### src/rtl/first_counter.sv
// Free-running up-counter with synchronous clear and count-enable.
// Optional registered wrap pulse on overflow when FIRST_COUNTER_OVF_EN is defined.
module first_counter #(
    parameter int unsigned WIDTH       = 4,
    parameter int unsigned RESET_VALUE = 0
) (
    input  logic             clock,
    input  logic             reset,
    input  logic             enable,
    output logic [WIDTH-1:0] counter_out
`ifdef FIRST_COUNTER_OVF_EN
   ,output logic             overflow
`endif
);
    localparam logic [WIDTH-1:0] RST_VAL  = WIDTH'(RESET_VALUE);
    localparam logic [WIDTH-1:0] ALL_ONES = {WIDTH{1'b1}};

    logic [WIDTH-1:0] r_count;
    logic [WIDTH-1:0] w_count_next;
    logic             w_wrap;

    // Reset outranks enable; the wrap condition only matters when counting.
    always_comb begin
        w_count_next = r_count;
        w_wrap       = 1'b0;
        if (enable) begin
            w_count_next = r_count + WIDTH'(1);
            w_wrap       = (r_count == ALL_ONES);
        end
    end

    always_ff @(posedge clock) begin
        if (reset) begin
            r_count <= RST_VAL;
        end else begin
            r_count <= w_count_next;
        end
    end

    assign counter_out = r_count;

`ifdef FIRST_COUNTER_OVF_EN
    logic r_overflow;

    // High exactly in the cycle where the count shows its post-wrap zero.
    always_ff @(posedge clock) begin
        if (reset) begin
            r_overflow <= 1'b0;
        end else begin
            r_overflow <= w_wrap;
        end
    end

    assign overflow = r_overflow;
`else
    logic w_wrap_unused;
    assign w_wrap_unused = w_wrap;
`endif

endmodule

### config.mk
export PLATFORM = sky130hd
export DESIGN_NAME = first_counter
export DESIGN_NICKNAME = d
export VERILOG_FILES = /design/src/rtl/first_counter.sv
export SDC_FILE = /design/constraint.sdc
export NUM_CORES = 1
export LEC_CHECK = 0
export BUFFER_PORTS_ARGS = -buffer_cell sky130_fd_sc_hd__buf_2
export CORE_AREA = 2 2 39 41
export CTS_CLUSTER_DIAMETER = 100
export CTS_CLUSTER_SIZE = 12
export DETAILED_ROUTE_END_ITERATION = 8
export DIE_AREA = 0 0 41 43
export PLACE_DENSITY = 0.38
export SYNTH_ARGS = -nofsm -noshare
export SYNTH_HDL_FRONTEND = slang
export SYNTH_SLANG_ARGS = --single-unit
### constraint.sdc
create_clock -name clock -period 1.2 [get_ports clock]
set_input_delay 0.06 -clock clock [delete_from_list [all_inputs] [get_ports clock]]
set_output_delay 0.06 -clock clock [all_outputs]
set_load 0.05 [all_outputs]
-- Word-level counts from Yosys, hierarchy flattened
Cells that the tools add are included.
- output and inout bits: 4
- bits in registers: 4
- logic and storage cells: 2
- input port bits: 3
- $add $sub $neg: 1
- operators with widths (operator ; number):
    4-bit by 1-bit adder with 4-bit output, second input constant ; 1

-- Depth between registers and ports, before layout
Gate-level depths: netlist (run 1).
- word-level depth: 1
- depth in mapped cells: 3
- mapped depth without buffers: 3

-- Worst setup path before layout (run 1)
Ideal clock, no wire load.
- kind: reg-to-reg
- start: register r_count[0], in the netlist counter_out[0]
- end: register r_count[1], in the netlist counter_out[1]
- buffers on the path: 0
- arrival time: 1.160 ns
- required time: 1.084 ns
- slack: -0.076 ns
- cell stages (with the launch flop): 4
- library setup time: 0.116 ns
- cell sequence: dfxtp_1 > ha_1 > mux2i_1 > nor2_1
- cells in the longest elaborated chain, start to end: 1
- RTL lines (item ; RTL line ; RTL):
    start, declared ; 18 ; logic [WIDTH-1:0] r_count;
    start signal, assigned ; 36 ; r_count <= w_count_next;
    4-bit by 1-bit adder with 4-bit output ; 27 ; w_count_next = r_count + WIDTH'(1);
Every way passes these cells.
A chain may end at the register's enable or synchronous reset.

-- Final worst setup path (run 1)
- start: register r_count[0], in the netlist counter_out[0]
- end: register r_count[2], in the netlist counter_out[2]
The elaborated chain is that of the path after synthesis.

==> flow_summary.ini, run 1 <==
[worst_setup_path]
r2r_slack_ns = 0.26
critPathLaunchType = flip-flop
cp.required_ns = 1.35
cpMaxStageDelayCell = dfxtp_2
critical_path_class = flip-flop to flip-flop
path_max_fanout = 4
slowest_delay_ns = 0.33
crit_path_end = counter_out[2]
reg2reg_from = counter_out[0]
critPathTopFamily = flip-flops
r2r-end = counter_out[2]
cp-end-kind = flip-flop
crit_start = counter_out[0]
crit_chain = ha_1 > a21bo_2 > a21oi_1
arrival_ns = 1.09
worstRegToRegCells = 3
cp.depth = 3
path_buf_inv = 0

[timing]
fin_crit_sh_pct = 78.3
finalSetupTns_ns = 0
hold_viol_final = 0
finalClockSkew_ns = 0.000528
drv_slew = 0
fmax_mhz = 1060
final-setup-viol-count = 0
period_minus_slack_ns = 0.939
rsz0062_at_grt = false
worst_slew_pin_slew_ns = 0.253
slew_headroom_pct = 83.2

[routing]
ant_nets = 0
drt_iter0_drc = 2
drc = 0
via_per_inst = 3.46
dr.pass1.iters = 2
drt_wl_total_um = 368
num_vias = 142
wl_per_cell_um = 8.98

[die]
die_area_sq_um = 1760
die_w_um = 41
initial_core_util_pct = 12.9
placement_rows = 14
ios = 7
dieHeight_um = 43
coreArea_sq_um = 1380

[logic_synthesis]
syn_inst = 16
synth_seq_cells = 4
synth.avg_cell_area_sq_um = 11.2
synth_cell_types = 11
yosysWarnings = 0
synth_seq_area_share_pct = 44.8
syn_area_sq_um = 179
synth_nets = 20

[global_route]
gr-usage-all-layers_pct = 5.72
grt_overflow_total = 0
grt_pass1_vias = 160
grt_pass1_wl_um = 579
antenna_found_initial = 0
grt_max_degree = 6

[placement]
portBuffers = 6
dp.cells = 38
globalplace.congestion = 0.553

[finish]
diodes = 0
finish.utilization_pct = 18.4
final_nets = 31
drive_gt1_share_pct = 60.0
stdcell_count = 41
n_fill_cell = 165
largest_reg_flops = 4
area_delta_synth_final_pct = 42.7

[clock_network]
cts.sinks = 4
worstSkewPairLatency_ns = 0.23
clk_pin_slew_ns = 0.04
cts_setup_buffers = 0
cts_tree = yes
ctsResizeCount = 0
cts_hold_buf = 0
root_buffer = clkbuf_4
numCtsBuffers = 3
cts_buffer_depth = 2
htreeDepth = 1

[pwr]
power_density_nw_per_um2 = 1450
peakVddDrop_uv = 267
leakagePower_nw = 0.129

[hold_path]
hold_path.startpoint = reset
hp-class = input pin to flip-flop

[job]
maxCapViolations = 0

[run_status]
outcome = completed
where the power goes:
| part | total [W] | internal, W | switching (W) | leakage [nW] |
|---|---|---|---|---|
| sequential | 0.000151 | 0.000143 | 0.00000808 | 0.0338 |
| clock | 0.000162 | 0.000112 | 0.0000500 | 0.0138 |
| combinational | 0.0000575 | 0.0000177 | 0.0000398 | 0.0811 |
synthesized netlist by cell type (all sizes together):
cell type / instances / area share [%]
a21oi: 1 / 2.8
ha: 1 / 7.0
nand4: 1 / 7.0
xnor2: 1 / 4.9
nor2b: 1 / 3.5
a21bo: 1 / 5.6
mux2i: 1 / 5.6
dfxtp: 4 / 45
mux2: 1 / 8.4
nand3b: 1 / 4.2
nor2: 3 / 6.3
worst reg2reg max path, cell delays in order, from the launching register on:
cell and delay (ns):
dfxtp_2 0.33, ha_1 0.21, a21bo_2 0.21, a21oi_1 0.11
logic make-up (layout without fill, tap and decap cells):
group | after synthesis | after routing | synth area share (%)
simple gates | 6 | 6 | 21.0
flops | 4 | 4 | 44.8
compound gates | 2 | 2 | 8.39
mux | 2 | 2 | 14.0
fa+ha+maj | 1 | 1 | 6.99
xor+xnor | 1 | 1 | 4.90
buf+inv | 0 | 9 | 0
worst min path at each step:
| stage | to | slack [ns] | depth (start not counted) |
|---|---|---|---|
| finish | counter_out[0] | 0.05 | 2 |
| global route | counter_out[0] | 0.04 | 2 |
| floorplan | counter_out[2] | 0.12 | 1 |
| CTS | counter_out[0] | 0.04 | 2 |
| global placement | counter_out[2] | 0.28 | 2 |
| detailed placement | counter_out[0] | 0.29 | 2 |
layout make-up:
class / count / area (sq um) / area share, %
clock buffers: 3 / 22.5 / 8.82
multi-input cells: 12 / 98.8 / 38.7
flip-flops and latches: 4 / 83.8 / 32.8
well taps: 16 / 20.0 / 7.84
repair buffers: 6 / 30.0 / 11.8
per-stage QoR:
step / instance area [sq um] / power, W / hold slack, ns / setup WS (ns)
2_1_floorplan: 183 / 0.000193 / 0.122 / 0.103
3_3_place_gp: 233 / 0.000210 / 0.280 / 0.284
3_5_place_dp: 233 / 0.000211 / 0.285 / 0.255
4_1_cts: 255 / 0.000383 / 0.0370 / 0.246
5_1_grt: 255 / 0.000397 / 0.0433 / 0.177
6_report: 255 / 0.000370 / 0.0505 / 0.261
layout by cell type (no fill, tap or decap):
cell and instances:
dfxtp_2 3, nor2_1 3, nand4_2 1, buf_2 6, mux2i_1 1, a21oi_1 1, mux2_4 1, nor2b_1 1
nand3b_1 1, a21bo_2 1, ha_1 1, clkbuf_4 3, xnor2_1 1, dfxtp_1 1
routing by layer:
layer  global-route usage, %  part of all wire, %
met5                       0                    0
met4                    10.0                    0
met3                    1.57                  4.9
met2                    7.81                   58
met1                    4.49                   36
Note: power is estimated with default switching activity, not from simulation.
==> run 2, diff against run 1 <==
--- a/config.mk
+++ b/config.mk
@@ -5,6 +5,7 @@
 export SDC_FILE = /design/constraint.sdc
 export NUM_CORES = 1
 export LEC_CHECK = 0
+export ABC_AREA = 1
 export BUFFER_PORTS_ARGS = -buffer_cell sky130_fd_sc_hd__buf_2
 export CORE_AREA = 2 2 39 41
 export CTS_CLUSTER_DIAMETER = 100
==> constraint.sdc (replaced) <==
create_clock -name clock -period 0.95 [get_ports clock]
set_input_delay 0.0475 -clock clock [delete_from_list [all_inputs] [get_ports clock]]
set_output_delay 0.0475 -clock clock [all_outputs]
set_load 0.05 [all_outputs]
==> run 2 against run 1 <==
Compared with the run above: clock power up 44%; design area did not move; register-to-register slack lost 0.17 ns; hold slack better by 0.012 ns; critical path type is now flip-flop to output pin.
==> flow_summary.ini, run 2 <==
[run_status]
outcome = completed

[pwr]
power_frac_comb_pct = 14.0
seqPwrFrac_pct = 38.1
intPower_w = 0.000354
peakVddDrop_uv = 684
power_density_nw_per_um2 = 1910
leakagePower_nw = 0.122
p_sw_w = 0.000133
p_clk_share_pct = 48.0
swShare_pct = 27.3

[logic_synthesis]
synth_nets = 27
synth_seq_area_share_pct = 47.1
synth-edff-count = 0
synth-main-ff-cell = dfxtp_1
synth.avg_cell_area_sq_um = 7.40
synth_commonest_cells = 5 x nand2_1, 5 x nor2_1, 4 x dfxtp_1
synth_seq_cells = 4
yosysTopAreaCellShare_pct = 47.1
synthTopCellsByArea = dfxtp_1 47%, nand2_1 11%, nor2_1 11%
yosys.area.top_type = dfxtp_1
synth_cell_types = 10
syn_area_sq_um = 170
yosysWarnings = 0
async_flop_share_pct = 0
syn_inst = 23

[routing]
ant_nets = 0
drt_wl_total_um = 373
drc = 0
wl_per_cell_um = 7.61
num_vias = 163
drt_iter0_drc = 8
dr.pass1.iters = 4
via_per_inst = 3.33

[clock_network]
clk_pin_slew_ns = 0.04
numCtsBuffers = 3
root_buffer = clkbuf_4
worstSkewPairLatency_ns = 0.23
htreeDepth = 1
ctsResizeCount = 0
cts_setup_buffers = 0
cts_hold_buf = 0
cts_buffer_depth = 2
cts_tree = yes
cts.sinks = 4

[worst_setup_path]
crit_chain = buf_2
r2r_slack_ns = 0.09
path_buf_inv = 1
cpMaxStageDelayCell = dfxtp_4
critPathTopFamily = flip-flops
cp-end-kind = output pin
arrival_ns = 0.85
cp.required_ns = 0.90
slowest_delay_ns = 0.35
critical_path_class = flip-flop to output pin
path_max_fanout = 4
critPathLaunchType = flip-flop

[timing]
worst_slew_pin_slew_ns = 0.251
hold_ws_ns = 0.0630
slew_headroom_pct = 83.4
finalClockSkew_ns = 0.000708
finalSetupTns_ns = 0
rsz0062_at_grt = false
period_minus_slack_ns = 0.896
drv_slew = 0
hold_viol_final = 0
final-setup-viol-count = 0
fmax_mhz = 1120
fin_crit_sh_pct = 94.4

[finish]
area_delta_synth_final_pct = 50.0
multi_input_area_sq_um = 82.6
drive_gt1_share_pct = 42.4
largest_reg_flops = 4
n_fill_cell = 156
layout_common_cells = 6 x buf_2, 5 x nor2_1, 5 x nand2_1, 3 x clkbuf_4
layout_commonest_cell = buf_2
final_nets = 38
finish.utilization_pct = 18.4
register_area_sq_um = 88.8
diodes = 0

[placement]
globalplace.congestion = 0.664
portBuffers = 6

[global_route]
grt_overflow_total = 0
grt_max_degree = 7
grt_pass1_vias = 160
gr-usage-all-layers_pct = 6.43
grt_pass1_wl_um = 676
antenna_found_initial = 0

[die]
die_area_sq_um = 1760
dieHeight_um = 43
coreArea_sq_um = 1380
initial_core_util_pct = 12.3
die_w_um = 41
placement_rows = 14
ios = 7

[job]
maxCapViolations = 0

[hold_path]
hp-class = input pin to flip-flop
run 2: cell count changes in the layout (fill, tap and decap cells not counted), sizes merged:
cell and delta:
mux2 -1, nor2 +3, a21oi +1, mux2i -1, a21bo -1, o21ai +1, xnor2 -1, clkbuf +1
nand3b -1, nand4 -1, nand2 +6, nor2b -1, inv +2, nand3 +1
run 2: through the flow:
stage	std cells	total power [W]	worst slack, ns	instance area [sq um]
detailed placement	45	0.000256	0.101	229
floorplan	23	0.000237	0.00604	179
finish	49	0.000486	0.0536	255
CTS	49	0.000498	0.0417	255
global placement	45	0.000257	0.0987	229
global route	49	0.000532	0.000957	255
run 2: logic make-up after synthesis:
group / synth area share [%]
adder cells (fa/ha/maj): 7.35
flip-flops: 47.1
AO/OA/AOI/OAI: 8.82
buffers and inverters: 4.41
AND/OR/NAND/NOR: 32.4
run 2: power groups by stage:
stage               Clock, W  Sequential [W]  Combinational [W]
floorplan                  0        0.000217          0.0000201
global placement           0        0.000188          0.0000688
detailed placement         0        0.000188          0.0000681
CTS                 0.000244        0.000185          0.0000686
global route        0.000270        0.000187          0.0000746
finish              0.000233        0.000185          0.0000680
run 2: area by class of cell:
class	count	area share [%]
tap	16	7.84
multi-input combinational	17	32.4
clock buffer	4	10.3
timing repair buffer	6	11.8
inverter	2	2.94
sequential	4	34.8
run 2: worst paths after layout:
path	to	from	depth (start not counted)
min	counter_out[1]	enable	2
max	counter_out[0]	counter_out[0]	1
max reg2reg	counter_out[2]	counter_out[0]	3
min reg2reg	counter_out[3]	counter_out[3]	2
run 2: per-layer routing:
layer	track usage [%]	up-vias	part of all wire (%)
met5	0	-	0
met4	0	0	0
met3	9.42	0	16
met2	6.25	9	28
met1	8.39	61	55
li1	-	93	-
